[config.mk]
export PLATFORM = sky130hd
export DESIGN_NAME = rr_arbiter4
export DESIGN_NICKNAME = d
export VERILOG_FILES = /design/src/rtl/rr_arbiter4.sv
export SDC_FILE = /design/constraint.sdc
export NUM_CORES = 1
export LEC_CHECK = 0
export BUFFER_PORTS_ARGS = -buffer_cell sky130_fd_sc_hd__buf_2
export CORE_MARGIN = 3
export CORE_UTILIZATION = 36
export CTS_CLUSTER_SIZE = 16
export DETAILED_ROUTE_END_ITERATION = 8
export GPL_TIMING_DRIVEN = 0
export SLEW_MARGIN = 20
export SYNTH_ARGS = -nofsm -noshare
export SYNTH_HDL_FRONTEND = slang
export SYNTH_SLANG_ARGS = --single-unit
[constraint.sdc]
create_clock -name clk -period 1.9 [get_ports clk]
set_input_delay 0.285 -clock clk [delete_from_list [all_inputs] [get_ports clk]]
set_output_delay 0.285 -clock clk [all_outputs]
set_load 0.03 [all_outputs]
[src/rtl/rr_arbiter4.sv]
// rr_arbiter4: 4-way round-robin arbiter with registered one-hot grant and
// binary grant index (bit i -> index i) for the shared datapath input mux.
// Optional feature macro: HOLD_LIMIT_EN. When it is defined, an owner is
// preempted after MAX_HOLD cycles of tenure if another requester is waiting.
// When it is undefined, tenure is unlimited and the hold counter is not built.
module rr_arbiter4 #(
  parameter int unsigned MAX_HOLD = 8,
  parameter int unsigned CNT_W    = 4
) (
  input  logic       clk,
  input  logic       rst,
  input  logic [3:0] req,
  output logic [3:0] gnt,
  output logic [1:0] gnt_idx,
  output logic       gnt_valid
);

  localparam int unsigned N_REQ = 4;
  localparam int unsigned IDX_W = 2;

  localparam logic [0:0] ST_IDLE  = 1'b0;
  localparam logic [0:0] ST_GRANT = 1'b1;

  // Reject configurations the hold counter cannot represent
  if (MAX_HOLD < 2) begin : g_bad_max_hold
    $error("rr_arbiter4: MAX_HOLD must be at least 2");
  end
  if (CNT_W < $clog2(MAX_HOLD)) begin : g_bad_cnt_w
    $error("rr_arbiter4: CNT_W too narrow for MAX_HOLD-1");
  end

  logic [0:0]       state_q, state_d;
  logic [N_REQ-1:0] gnt_q, gnt_d;
  logic [IDX_W-1:0] gnt_idx_q, gnt_idx_d;
  logic             gnt_valid_q, gnt_valid_d;
  logic [IDX_W-1:0] last_idx_q, last_idx_d;

`ifdef HOLD_LIMIT_EN
  localparam logic [CNT_W-1:0] HOLD_LAST = CNT_W'(MAX_HOLD - 1);
  logic [CNT_W-1:0] hold_cnt_q, hold_cnt_d;
`endif

  logic             win_found;
  logic [IDX_W-1:0] win_idx;
  logic [IDX_W-1:0] cand;
  logic             owner_req;
  logic             others_req;

  // Rotated priority search starting just after the last granted index
  always_comb begin
    win_found = 1'b0;
    win_idx   = '0;
    cand      = '0;
    for (int k = 1; k <= int'(N_REQ); k++) begin
      cand = IDX_W'(last_idx_q + IDX_W'(k));
      if (!win_found && req[cand]) begin
        win_found = 1'b1;
        win_idx   = cand;
      end
    end
  end

  // Current owner's request and whether anyone else is competing
  always_comb begin
    owner_req  = req[gnt_idx_q];
    others_req = |(req & ~gnt_q);
  end

  // Next-state and registered output decisions
  always_comb begin
    state_d     = state_q;
    gnt_d       = gnt_q;
    gnt_idx_d   = gnt_idx_q;
    gnt_valid_d = gnt_valid_q;
    last_idx_d  = last_idx_q;
`ifdef HOLD_LIMIT_EN
    hold_cnt_d  = hold_cnt_q;
`endif

    case (state_q)
      ST_IDLE: begin
        if (win_found) begin
          state_d     = ST_GRANT;
          gnt_d       = N_REQ'(4'b0001 << win_idx);
          gnt_idx_d   = win_idx;
          gnt_valid_d = 1'b1;
          last_idx_d  = win_idx;
`ifdef HOLD_LIMIT_EN
          hold_cnt_d  = '0;
`endif
        end
      end

      ST_GRANT: begin
        if (owner_req) begin
`ifdef HOLD_LIMIT_EN
          if ((hold_cnt_q == HOLD_LAST) && others_req) begin
            // Tenure exhausted with a competitor waiting: hand over
            gnt_d       = N_REQ'(4'b0001 << win_idx);
            gnt_idx_d   = win_idx;
            last_idx_d  = win_idx;
            hold_cnt_d  = '0;
          end else if (hold_cnt_q != HOLD_LAST) begin
            hold_cnt_d  = hold_cnt_q + CNT_W'(1);
          end
`endif
        end else if (win_found) begin
          // Owner released with others waiting: switch with no idle bubble
          gnt_d       = N_REQ'(4'b0001 << win_idx);
          gnt_idx_d   = win_idx;
          last_idx_d  = win_idx;
`ifdef HOLD_LIMIT_EN
          hold_cnt_d  = '0;
`endif
        end else begin
          state_d     = ST_IDLE;
          gnt_d       = '0;
          gnt_idx_d   = '0;
          gnt_valid_d = 1'b0;
        end
      end

      default: begin
        state_d     = ST_IDLE;
        gnt_d       = '0;
        gnt_idx_d   = '0;
        gnt_valid_d = 1'b0;
      end
    endcase
  end

  // State and output registers; index 3 as last owner gives requester 0 first turn
  always_ff @(posedge clk or posedge rst) begin
    if (rst) begin
      state_q     <= ST_IDLE;
      gnt_q       <= '0;
      gnt_idx_q   <= '0;
      gnt_valid_q <= 1'b0;
      last_idx_q  <= IDX_W'(N_REQ - 1);
`ifdef HOLD_LIMIT_EN
      hold_cnt_q  <= '0;
`endif
    end else begin
      state_q     <= state_d;
      gnt_q       <= gnt_d;
      gnt_idx_q   <= gnt_idx_d;
      gnt_valid_q <= gnt_valid_d;
      last_idx_q  <= last_idx_d;
`ifdef HOLD_LIMIT_EN
      hold_cnt_q  <= hold_cnt_d;
`endif
    end
  end

  assign gnt       = gnt_q;
  assign gnt_idx   = gnt_idx_q;
  assign gnt_valid = gnt_valid_q;

endmodule
## Word-level counts from Yosys, hierarchy flattened

Index checks and enable logic that the tools add are counted.
W data, S select, Z words.

- Register bits after elaboration: 10
- Input bits: 6
- Output and inout bits: 7
- Logic and storage cells: 62

- Add/sub/neg operators: 3
- $lt $le $gt $ge: 5
- Equality and inequality tests: 3
- Shifts and indexed selects: 1
- Muxes and demuxes: 36
- Bitwise logic cells: 1
- Reduce and logical (&&, ||, !) cells: 8

Operator list:

| operator | count |
|---|---|
| $mux W2 | 9 |
| $lt A2 B3 Y1 const B | 5 |
| $mux W1 | 14 |
| $mux W4 | 3 |
| $bmux W1 S2 | 5 |
| $pmux W2 S2 | 2 |
| $pmux W4 S2 | 1 |
| $ne A2 B2 Y1 const B | 3 |
| $add A2 B2 Y2 const B | 2 |
| $pmux W1 S2 | 2 |
| $shl A1 B2 Y4 const A | 1 |
| $logic_and A1 B1 Y1 | 3 |
| $logic_not A1 Y1 | 3 |
| $reduce_and A3 Y1 | 1 |
| $add A2 B1 Y2 const B | 1 |
| $reduce_and A2 Y1 | 1 |
| $not A1 Y1 | 1 |

## Depth between registers and ports, before layout

- Depth in word-level cells: 17
- Mapped depth: 6
- Gate-level depth less buffers: 6

## Worst setup path before layout

OpenSTA, ideal clock, no wires.

- Path kind: reg2reg
- Start: reg gnt_idx_q[1], in the netlist gnt_idx[1]
- End: reg gnt_idx_q[0], in the netlist gnt_idx[0]
- Library setup time: 0.125 ns
- Data arrival time: 1.652 ns
- Data required time: 1.775 ns
- Setup slack: 0.123 ns
- Stages on the path, launching flop included: 4
- Buffers on the path: 0
- Clock period less this slack: 1.777 ns
- Cells stage by stage: dfrtp_1 -> mux4_2 -> a21oi_2 -> mux2_2

- Word-level cells in the longest chain between the ends: 4

RTL lines:

| item | line | text |
|---|---|---|
| start: declaration | 34 | `logic [IDX_W-1:0] gnt_idx_q, gnt_idx_d;` |
| start signal: assignment | 146 | `gnt_idx_q <= gnt_idx_d;` |
| $bmux W1 S2 | 65 | `owner_req = req[gnt_idx_q];` |
| $mux W1 (implied by the code) | 65 |  |
| $ne A2 B2 Y1 (no line) | - |  |
| $reduce_and A2 Y1 (no line) | - |  |

Every way passes these cells. The select of a mux whose other input is x is not followed.
A chain may end at the register's enable or synchronous reset.

## Final worst setup path

Ends and elaborated chain as after synthesis.

==> out/qor.yml <==
nets: 78
num_io_pins: 13
grt_pass1_vias: 439
r2r_start: "gnt_idx[1]"
drtIter0Drc: 5
num_rows: 13
crit_fanout: 4
cts.path.max_buffers: 2
drv_slew: 0
end_kind: "flop"
ff2ff_setup_slack_ns: 0.25
track_usage_pct: 13.0
cts-resized-gates: 0
r2r_end: "gnt_idx[0]"
r2r_cells: 3
clockRootBuffer: "clkbuf_4"
hold_viol: 0
worstSetupStartpoint: "gnt_idx[1]"
syn_to_final_growth_pct: 21.2
place_hpwl_um: 884
ys_seq_area_share_pct: 42.9
final_cell_area_um2: 714
fmax_mhz: 608
ys_ff_latch: 10
critPathArrivalTime_ns: 1.79
via_count: 446
gp_congestion: 0.759
clock_sinks: 10
syn_inst: 53
grt_overflow_total: 0
die_w_um: 46.5
avgSynthCellArea_um2: 11.1
firstDrtPassIters: 4
critPathCapture: "gnt_idx[0]"
antenna_cells: 0
tritoncts: "built"
path_clk_slew_ns: 0.07
synth.top_cell.area_share_pct: 34.0
rsz0062_at_grt: "no"
whs_path_depth: 2
wl_um: 1130
startpoint_type: "flop"
final_common_cell: "buf_2"
worst_slew_pin_slew_ns: 0.408
slew_headroom_pct: 72.8
synth_cell_type_count: 29
period_share_pct: 86.6
dpl_cell_area_um2: 668
wl_per_cell_um: 13.3
powerDensity_mw_per_mm2: 1610
synthesis.yosys.warnings: 0
max_cap_viol_count: 0
port-buffer-count: 12
clk_latency_ns: 0.27
setup_violations: 0
final_layout_size_suffix_gt1_share_pct: 45.7
multi_input_area_um2: 317
vias_per_cell: 5.25
synth_area_leaders: "dfrtp_1, dfstp_2, mux2_2, mux4_2, or2b_1"
antenna_found_initial: 0
setup_tns_ns: 0
grt_pass1_wl_um: 1900
die_y_um: 46.5
hold_path_class: "in -> reg"
cts_buffers: 3
nFillCells: 137
p_total_mw: 1.15
drtAntennaViolNets: 0
core_area_mm2: 0.00142
worstPathRequired_ns: 2.05
post-route-util_pct: 50.5
synth.cell_area_um2: 589
synth_area_leader_cell: "dfrtp_1"
initial_core_util_pct: 41.6
run_status: "completed"
layout_min_cycle_time_ns: 1.65
grt_max_degree: 11
die_area_mm2: 0.00216
ff_latch_area_um2: 253
critical_path_class: "reg -> reg"
synthesis.nets: 60
final_cell_mix: "buf_2, dfrtp_1, inv_1, nor2_1"
cts_max_level: 1
finClkSkew_ns: 0.00761
drc: 0
vdd_drop_max_mv: 0.959
p_leak_nw: 0.338
cell usage after synthesis, drive strengths merged:
master  number
nor2         4
dfrtp        8
a21bo        1
or2b         3
a21o         2
o21ai        4
a21oi        3
or4          1
or3b         1
o21a         1
a31oi        1
mux2         3
a22o         2
nand2b       1
a211oi       1
inv          4
o31ai        1
nor3b        1
dfstp        2
mux4         1
ha           1
clkinv       1
and2         1
a41oi        2
nand2        3
worst max-delay path: stages (launching register included):
cell     delay (ns)
dfrtp_1        0.39
mux4_2         0.58
a21oi_2        0.21
mux2_2         0.35
area by class of cell:
| cell class | count | area share, % |
|---|---|---|
| multi-input combinational | 38 | 44.3 |
| sequential | 10 | 35.4 |
| timing repair buffer | 13 | 9.81 |
| clock buffer | 4 | 5.08 |
| inverter | 5 | 2.80 |
| tap | 15 | 2.63 |
state kept, by name (all words and copies together) (netlist names):
name,flops
gnt,4
gnt_idx,2
gnt_valid,1
state_q,1
last_idx_q,2
kinds of logic after synthesis:
| kind of cell | count (synthesis) | synth area share [%] |
|---|---|---|
| compound gates | 18 | 26.3 |
| simple gates | 15 | 15.1 |
| flops | 10 | 42.9 |
| buf+inv | 5 | 3.40 |
| mux | 4 | 10.2 |
| fa+ha+maj | 1 | 2.12 |
worst min path at each step:
stage	startpoint	to	slack (ns)
4_1_cts	req[0]	state_q	0.32
3_5_place_dp	rst	gnt[0]	0.28
2_1_floorplan	rst	gnt[0]	0.12
6_report	req[0]	state_q	0.32
5_1_grt	req[2]	state_q	0.33
3_3_place_gp	rst	gnt[0]	0.28
what timing repair did:
item | 4_1_cts | 5_1_grt
endpoints found under the hold margin | 8 | 0
setup buffers | 0 | 0
hold buffers | 1 | 0
layer usage:
metal	GRT usage [%]	vias up	wire [um]
li1	-	229	-
met1	16.5	204	543
met2	19.8	11	511
met3	7.03	2	68
met4	1.70	0	10
met5	0	-	0
metrics by stage:
| step | hold WS, ns | std cells | worst slack, ns |
|---|---|---|---|
| after floorplan | 0.124 | 53 | 0.123 |
| after CTS | 0.318 | 85 | 0.241 |
| final | 0.324 | 85 | 0.254 |
| after global routing | 0.325 | 85 | 0.186 |
| after global placement | 0.278 | 80 | 0.0736 |
| after detailed placement | 0.279 | 80 | 0.0912 |
power by group:
group	total [mW]	internal [mW]	switching, mW
clock network	0.189	0.116	0.0728
registers	0.380	0.312	0.0681
logic	0.578	0.260	0.318
total	1.15	0.688	0.459
No activity file was read; power rests on OpenSTA's default activity.
